<file path="config.mk">
export PLATFORM = sky130hd
export DESIGN_NAME = mem_port_arbiter_flat
export DESIGN_NICKNAME = d
export VERILOG_FILES = /design/src/rtl/mem_port_arbiter_pkg.sv /design/src/rtl/mem_port_arbiter_if.sv /design/src/rtl/mem_port_arbiter.sv /design/src/flat_wrapper.sv
export SDC_FILE = /design/constraint.sdc
export NUM_CORES = 1
export LEC_CHECK = 0
export CAP_MARGIN = 20
export CELL_PAD_IN_SITES_DETAIL_PLACEMENT = 0
export CELL_PAD_IN_SITES_GLOBAL_PLACEMENT = 1
export CORE_ASPECT_RATIO = 2
export CORE_MARGIN = 2
export CORE_UTILIZATION = 32
export DETAILED_ROUTE_END_ITERATION = 12
export PLACE_DENSITY = 0.88
export SLEW_MARGIN = 10
export SYNTH_ARGS = -nofsm -noshare
export SYNTH_HDL_FRONTEND = slang
export SYNTH_SLANG_ARGS = --single-unit
</file>
<file path="constraint.sdc">
create_clock -name CLK -period 3.4 [get_ports CLK]
set_input_delay 0.68 -clock CLK [delete_from_list [all_inputs] [get_ports CLK]]
set_output_delay 0.68 -clock CLK [all_outputs]
set_load 0.005 [all_outputs]
</file>
<file path="src/rtl/mem_port_arbiter_pkg.sv">
// Shared encodings for the unified memory port arbiter.
// FSM states and access-owner codes used by the arbiter and its bench.
package mem_port_arbiter_pkg;

  typedef enum logic [1:0] {
    ST_IDLE = 2'd0,
    ST_BUSY = 2'd1,
    ST_RESP = 2'd2
  } state_e;

  typedef enum logic {
    OWN_IF = 1'b0,
    OWN_DM = 1'b1
  } owner_e;

endpackage

</file>
<file path="src/rtl/mem_port_arbiter_if.sv">
// Requester and memory signals of the unified memory port.
// The arbiter takes the slave view; the CPU/memory side takes the master view.
interface mem_port_arbiter_if #(
  parameter int AW = 32,
  parameter int DW = 32
);

  logic          if_req;
  logic [AW-1:0] if_addr;
  logic          if_ack;
  logic [DW-1:0] if_rdata;

  logic          dm_req;
  logic          dm_we;
  logic [AW-1:0] dm_addr;
  logic [DW-1:0] dm_wdata;
  logic          dm_ack;
  logic [DW-1:0] dm_rdata;

  logic          mem_req;
  logic          mem_we;
  logic [AW-1:0] mem_addr;
  logic [DW-1:0] mem_wdata;
  logic [DW-1:0] mem_rdata;
  logic          mem_ready;

  logic          err;

  modport slave (
    input  if_req, if_addr,
    input  dm_req, dm_we, dm_addr, dm_wdata,
    input  mem_rdata, mem_ready,
    output if_ack, if_rdata,
    output dm_ack, dm_rdata,
    output mem_req, mem_we, mem_addr, mem_wdata,
    output err
  );

  modport master (
    output if_req, if_addr,
    output dm_req, dm_we, dm_addr, dm_wdata,
    output mem_rdata, mem_ready,
    input  if_ack, if_rdata,
    input  dm_ack, dm_rdata,
    input  mem_req, mem_we, mem_addr, mem_wdata,
    input  err
  );

endinterface

</file>
<file path="src/rtl/mem_port_arbiter.sv">
// Single-port memory arbiter: DM over IF with a starvation guard on IF,
// variable-latency handshake and a timeout that aborts a stuck access.
module mem_port_arbiter
  import mem_port_arbiter_pkg::*;
#(
  parameter int AW           = 32,
  parameter int DW           = 32,
  parameter int STARVE_LIMIT = 4,
  parameter int TIMEOUT      = 16
) (
  input logic CLK,
  input logic RST,
  mem_port_arbiter_if.slave bus
);

  localparam int SW = $clog2(STARVE_LIMIT + 1);
  localparam int WW = $clog2(TIMEOUT);

  localparam logic [SW-1:0] STARVE_MAX = SW'(STARVE_LIMIT);
  localparam logic [WW-1:0] WAIT_LAST  = WW'(TIMEOUT - 1);

  state_e        state_q, state_d;
  owner_e        owner_q, owner_d;
  logic [SW-1:0] starve_q, starve_d;
  logic [WW-1:0] wait_q, wait_d;

  logic          mem_req_q, mem_req_d;
  logic          mem_we_q, mem_we_d;
  logic [AW-1:0] mem_addr_q, mem_addr_d;
  logic [DW-1:0] mem_wdata_q, mem_wdata_d;

  logic          if_ack_q, if_ack_d;
  logic          dm_ack_q, dm_ack_d;
  logic          err_q, err_d;
  logic [DW-1:0] if_rdata_q, if_rdata_d;
  logic [DW-1:0] dm_rdata_q, dm_rdata_d;

  logic          gnt_dm;
  logic          gnt_if;

  // IF is forced through once DM has won STARVE_LIMIT times in a row.
  assign gnt_dm = bus.dm_req &&
                  !(bus.if_req && starve_q == STARVE_MAX);
  assign gnt_if = !gnt_dm && bus.if_req;

  always_ff @(posedge CLK) begin
    if (RST) begin
      state_q     <= ST_IDLE;
      owner_q     <= OWN_IF;
      starve_q    <= '0;
      wait_q      <= '0;
      mem_req_q   <= 1'b0;
      mem_we_q    <= 1'b0;
      mem_addr_q  <= '0;
      mem_wdata_q <= '0;
      if_ack_q    <= 1'b0;
      dm_ack_q    <= 1'b0;
      err_q       <= 1'b0;
      if_rdata_q  <= '0;
      dm_rdata_q  <= '0;
    end else begin
      state_q     <= state_d;
      owner_q     <= owner_d;
      starve_q    <= starve_d;
      wait_q      <= wait_d;
      mem_req_q   <= mem_req_d;
      mem_we_q    <= mem_we_d;
      mem_addr_q  <= mem_addr_d;
      mem_wdata_q <= mem_wdata_d;
      if_ack_q    <= if_ack_d;
      dm_ack_q    <= dm_ack_d;
      err_q       <= err_d;
      if_rdata_q  <= if_rdata_d;
      dm_rdata_q  <= dm_rdata_d;
    end
  end

  always_comb begin
    state_d     = state_q;
    owner_d     = owner_q;
    starve_d    = starve_q;
    wait_d      = wait_q;
    mem_req_d   = mem_req_q;
    mem_we_d    = mem_we_q;
    mem_addr_d  = mem_addr_q;
    mem_wdata_d = mem_wdata_q;
    if_ack_d    = 1'b0;
    dm_ack_d    = 1'b0;
    err_d       = 1'b0;
    if_rdata_d  = if_rdata_q;
    dm_rdata_d  = dm_rdata_q;

    unique case (state_q)
      ST_IDLE: begin
        if (gnt_dm && bus.if_req) begin
          if (starve_q != STARVE_MAX) starve_d = starve_q + SW'(1);
        end else begin
          starve_d = '0;
        end
        if (gnt_dm || gnt_if) begin
          state_d     = ST_BUSY;
          owner_d     = gnt_dm ? OWN_DM : OWN_IF;
          wait_d      = '0;
          mem_req_d   = 1'b1;
          mem_we_d    = gnt_dm && bus.dm_we;
          mem_addr_d  = gnt_dm ? bus.dm_addr : bus.if_addr;
          mem_wdata_d = (gnt_dm && bus.dm_we) ? bus.dm_wdata : '0;
        end
      end

      ST_BUSY: begin
        wait_d = wait_q + WW'(1);
        if (bus.mem_ready || wait_q == WAIT_LAST) begin
          state_d     = ST_RESP;
          mem_req_d   = 1'b0;
          mem_we_d    = 1'b0;
          mem_addr_d  = '0;
          mem_wdata_d = '0;
          if_ack_d    = (owner_q == OWN_IF);
          dm_ack_d    = (owner_q == OWN_DM);
          err_d       = !bus.mem_ready;
          if (bus.mem_ready && !mem_we_q) begin
            if (owner_q == OWN_IF) if_rdata_d = bus.mem_rdata;
            else                   dm_rdata_d = bus.mem_rdata;
          end
        end
      end

      ST_RESP: begin
        state_d = ST_IDLE;
      end

      default: begin
        state_d = ST_IDLE;
      end
    endcase
  end

  assign bus.if_ack    = if_ack_q;
  assign bus.if_rdata  = if_rdata_q;
  assign bus.dm_ack    = dm_ack_q;
  assign bus.dm_rdata  = dm_rdata_q;
  assign bus.mem_req   = mem_req_q;
  assign bus.mem_we    = mem_we_q;
  assign bus.mem_addr  = mem_addr_q;
  assign bus.mem_wdata = mem_wdata_q;
  assign bus.err       = err_q;

endmodule

</file>
<file path="src/flat_wrapper.sv">
// flat-port wrapper written by rule: the top's interface ports become plain ports
module mem_port_arbiter_flat import mem_port_arbiter_pkg::*;
#(
  parameter int AW           = 32,
  parameter int DW           = 32,
  parameter int STARVE_LIMIT = 4,
  parameter int TIMEOUT      = 16
)
  (CLK, RST, bus_if_req, bus_if_addr, bus_dm_req, bus_dm_we, bus_dm_addr, bus_dm_wdata, bus_mem_rdata, bus_mem_ready, bus_if_ack, bus_if_rdata, bus_dm_ack, bus_dm_rdata, bus_mem_req, bus_mem_we, bus_mem_addr, bus_mem_wdata, bus_err);
  mem_port_arbiter_if #(.AW(AW), .DW(DW)) bus_i ();
  input logic CLK;
  input logic RST;
  input wire logic [$bits(bus_i.if_req)-1:0] bus_if_req;
  input wire logic [$bits(bus_i.if_addr)-1:0] bus_if_addr;
  input wire logic [$bits(bus_i.dm_req)-1:0] bus_dm_req;
  input wire logic [$bits(bus_i.dm_we)-1:0] bus_dm_we;
  input wire logic [$bits(bus_i.dm_addr)-1:0] bus_dm_addr;
  input wire logic [$bits(bus_i.dm_wdata)-1:0] bus_dm_wdata;
  input wire logic [$bits(bus_i.mem_rdata)-1:0] bus_mem_rdata;
  input wire logic [$bits(bus_i.mem_ready)-1:0] bus_mem_ready;
  output wire logic [$bits(bus_i.if_ack)-1:0] bus_if_ack;
  output wire logic [$bits(bus_i.if_rdata)-1:0] bus_if_rdata;
  output wire logic [$bits(bus_i.dm_ack)-1:0] bus_dm_ack;
  output wire logic [$bits(bus_i.dm_rdata)-1:0] bus_dm_rdata;
  output wire logic [$bits(bus_i.mem_req)-1:0] bus_mem_req;
  output wire logic [$bits(bus_i.mem_we)-1:0] bus_mem_we;
  output wire logic [$bits(bus_i.mem_addr)-1:0] bus_mem_addr;
  output wire logic [$bits(bus_i.mem_wdata)-1:0] bus_mem_wdata;
  output wire logic [$bits(bus_i.err)-1:0] bus_err;
  assign bus_i.if_req = bus_if_req;
  assign bus_i.if_addr = bus_if_addr;
  assign bus_i.dm_req = bus_dm_req;
  assign bus_i.dm_we = bus_dm_we;
  assign bus_i.dm_addr = bus_dm_addr;
  assign bus_i.dm_wdata = bus_dm_wdata;
  assign bus_i.mem_rdata = bus_mem_rdata;
  assign bus_i.mem_ready = bus_mem_ready;
  assign bus_if_ack = bus_i.if_ack;
  assign bus_if_rdata = bus_i.if_rdata;
  assign bus_dm_ack = bus_i.dm_ack;
  assign bus_dm_rdata = bus_i.dm_rdata;
  assign bus_mem_req = bus_i.mem_req;
  assign bus_mem_we = bus_i.mem_we;
  assign bus_mem_addr = bus_i.mem_addr;
  assign bus_mem_wdata = bus_i.mem_wdata;
  assign bus_err = bus_i.err;
  mem_port_arbiter #(.AW(AW), .DW(DW), .STARVE_LIMIT(STARVE_LIMIT), .TIMEOUT(TIMEOUT)) u_core (.CLK(CLK), .RST(RST), .bus(bus_i));
endmodule
</file>
==> impl_metrics.py <==
metrics = {
    "status": {
        "status": "completed",
    },
    "clock_network": {
        "cts.clk_slew.worst_paths_ns": 0.06,
        "cts.sinks": 143,
        "cts_made_buffers": 17,
        "clock_latency_ns": 0.42,
        "ctsResizeCount": 0,
        "cts_root_buffer": "clkbuf_16",
        "htree_levels": 4,
        "postCtsHoldBufs": 0,
        "cts_max_path_buffers": 2,
        "cts_tree": "yes",
        "cts_setup_buffers": 0,
    },
    "layout": {
        "layout_common_cells": "clkdlybuf4s50_1 (265), dfxtp_1 (142), nand3_1 (69), a21oi_1 (69), o21ai_0 (68)",
        "drive_above_1_share_pct": 6.322,
        "register_area_sq_um": 2864,
        "area.growth.synth_to_final_pct": 57.24,
        "nets": 994,
        "instances_no_fill": 1086,
        "layout_commonest_cell": "clkdlybuf4s50_1",
        "n_antenna_cell": 0,
        "nFillCells": 1726,
        "multi_input_area_sq_um": 2650,
    },
    "placement": {
        "gp_congestion": 0.7533,
        "pre_cts_ws_ns": 0.6665,
        "io_buffers": 266,
        "dp_cells": 1054,
        "hpwlAfterDp_mm": 13.39,
    },
    "worst_setup_path": {
        "r2r_cells": 4,
        "worstPathCellList": "clkdlybuf4s50_1 -> or2_1 -> and4_1 -> a221o_1",
        "cp.arrival_ns": 2.65,
        "r2r_slack_ns": 1.36,
        "slowest_delay_ns": 0.69,
        "critPathKind": "in -> reg",
        "r2r_start": "u_core.state_q[1]",
        "reg2reg_to": "u_core.bus.mem_addr[25]",
        "critPathSlowestCell": "or2_1",
        "worst-path-max-fanout": 34,
        "end_kind": "register",
        "critPathRequiredTime_ns": 3.70,
        "startpoint_type": "input port",
    },
    "synthesis": {
        "synth-seq-area-share_pct": 48.85,
        "ys_ff_latch": 143,
        "syn_area_sq_um": 5861,
        "ys_types": 38,
        "yosysWarnings": 0,
        "avgSynthCellArea_sq_um": 9.200,
        "synth_top_area_share_pct": 48.85,
        "synth_edf_count": 0,
        "postSynth.asyncResetShare_pct": 0,
        "yosysTopAreaCell": "dfxtp_1",
        "syn_inst": 637,
        "synth.area.top_cells": "dfxtp_1 (49%), a21oi_1 (5.9%), nand3_1 (5.9%)",
        "synth_flop_cell": "dfxtp_1",
        "synth_fp_nets": 774,
    },
    "grt": {
        "grt_pass1_vias": 5628,
        "grtUsageMet3_pct": 4.295,
        "use_met1_pct": 23.63,
        "grt_pass1_wl_mm": 31.11,
        "busiest_layer": "met2",
        "grt_remaining_overflow": 0,
        "grt_start_max_net_pins": 67,
        "met2_usage_pct": 34.96,
        "antenna_found_initial": 0,
        "track_usage_pct": 20.01,
    },
    "power": {
        "power.share.clock_pct": 45.5,
        "total_switching_power_w": 0.001121,
        "p_comb_share_pct": 14.4,
        "p_per_area_nw_per_um2": 487.8,
        "p_int_w": 0.003374,
        "p_seq_share_pct": 40.1,
        "leakagePower_nw": 3.236,
        "power.share.switching_pct": 24.93,
        "peakVddDrop_v": 0.0003246,
    },
    "sta": {
        "relSlewSlack_pct": 29.99,
        "tightest_slew_ns": 1.050,
        "fin_crit_sh_pct": 69.05,
        "hold_violations": 0,
        "setup_violations": 0,
        "maxSlewViolCount": 0,
        "rsz0062_at_grt": "false",
        "tns_ns": 0,
        "worst_slack_ns": 1.052,
        "finalCriticalPeriod_ns": 2.348,
        "fmax_mhz": 425.9,
        "clock_skew_ns": 0.008612,
    },
    "floorplanning": {
        "start_util_pct": 32.33,
        "coreArea_sq_um": 18130,
        "row_count": 70,
        "ios": 267,
        "die_area_sq_um": 19480,
        "die_y_um": 195.4,
        "dieWidth_um": 99.70,
    },
    "routing": {
        "ant_nets": 0,
        "remaining_drc_errors": 0,
        "vias": 5867,
        "avgViaCountPerCell": 5.402,
        "wirelength_mm": 20.07,
        "post_drt_wl_per_cell_um": 18.48,
        "drt_iter0_drc": 256,
        "drt_first_pass_iters": 4,
    },
    "min_path": {
        "min_to": "u_core.bus.dm_rdata[30]",
        "hp-start": "u_core.bus.dm_rdata[30]",
        "hp-class": "reg -> reg",
        "hold_depth": 2,
    },
    "job": {
        "maxCapViolCount": 0,
    },
}
[metal layers]
metal	part of all wire [%]	up-vias
met1	39	2816
li1	-	2836
met4	2.3	0
met3	4.8	28
met2	54	187
met5	0	-
[final cells by class]
cell class                 instances  area share [%]
tap                              216           2.933
multi-input combinational        408           28.76
clock buffer                      18           4.766
inverter                           8          0.3259
clock inverter                    14           2.213
timing repair buffer             279           29.93
sequential                       143           31.08
[registers in the layout, indices dropped and copies added (netlist names), 2 cells and up]
register	cells
u_core.starve_q	3
u_core.bus.mem_wdata	32
u_core.wait_q	4
u_core.state_q	2
u_core.bus.if_rdata	32
u_core.bus.dm_rdata	32
u_core.bus.mem_addr	32
[cell families (layout without fill, tap and decap cells)]
kind of cell               Yosys count  count (layout)  share of synthesized area, %
AOI/OAI and AO/OA                  212             212                         23.46
and+or+nand+nor                    193             193                         20.71
DFF                                143             143                         48.85
buffers and inverters               86             319                         6.341
adders and majority gates            3               3                        0.6405
[how the worst max path moves through the flow]
stage | endpoint | startpoint | slack (ns) | cells after the start
2_1_floorplan | u_core.bus.mem_addr[23] | bus_if_req | 1.47 | 6
3_5_place_dp | u_core.bus.mem_addr[4] | bus_if_req | 0.67 | 4
3_3_place_gp | u_core.bus.mem_addr[19] | bus_if_req | 0.69 | 4
5_1_grt | u_core.bus.mem_addr[21] | bus_if_req | 0.96 | 4
4_1_cts | u_core.bus.mem_addr[25] | bus_if_req | 1.10 | 4
6_report | u_core.bus.mem_addr[25] | bus_if_req | 1.05 | 4
[worst max-delay path: cells and delay by family]
kind                   cells  cell delay [ns]
and+or+nand+nor            2             1.10
buffers and inverters      1             0.56
AOI/OAI and AO/OA          1             0.30
[through the flow]
step | area (sq um) | util, % | total power, W | hold WS (ns)
2_1_floorplan | 5861 | - | 0.002106 | 0.4486
3_3_place_gp | 8572 | 47.28 | 0.002484 | 0.4597
3_5_place_dp | 8572 | 47.28 | 0.002488 | 0.4648
4_1_cts | 9215 | 50.83 | 0.004539 | 0.4745
5_1_grt | 9215 | 50.83 | 0.004662 | 0.4900
6_report | 9215 | 50.83 | 0.004495 | 0.4737
[synth_stat cells, types with 2 or more instances]
cell,n
or4_1,3
a221oi_1,2
a22o_1,32
or2_1,2
inv_1,6
inv_2,2
and4_1,32
nand2_1,3
buf_2,15
buf_1,4
a221o_1,33
a21oi_1,69
nor2_1,5
ha_1,3
o31ai_1,3
nand2b_1,34
o21ai_0,68
buf_6,4
nand3_1,69
dfxtp_1,143
nor4_1,33
nor4bb_1,2
clkbuf_1,55
[power groups by stage]
stage | logic [W] | registers, W | clock network (W)
6_report | 0.000648 | 0.00180 | 0.00204
5_1_grt | 0.000698 | 0.00181 | 0.00215
4_1_cts | 0.000650 | 0.00180 | 0.00209
3_5_place_dp | 0.000648 | 0.00184 | 0
3_3_place_gp | 0.000645 | 0.00184 | 0
2_1_floorplan | 0.000269 | 0.00184 | 0
No activity file was read; power rests on OpenSTA's default activity.
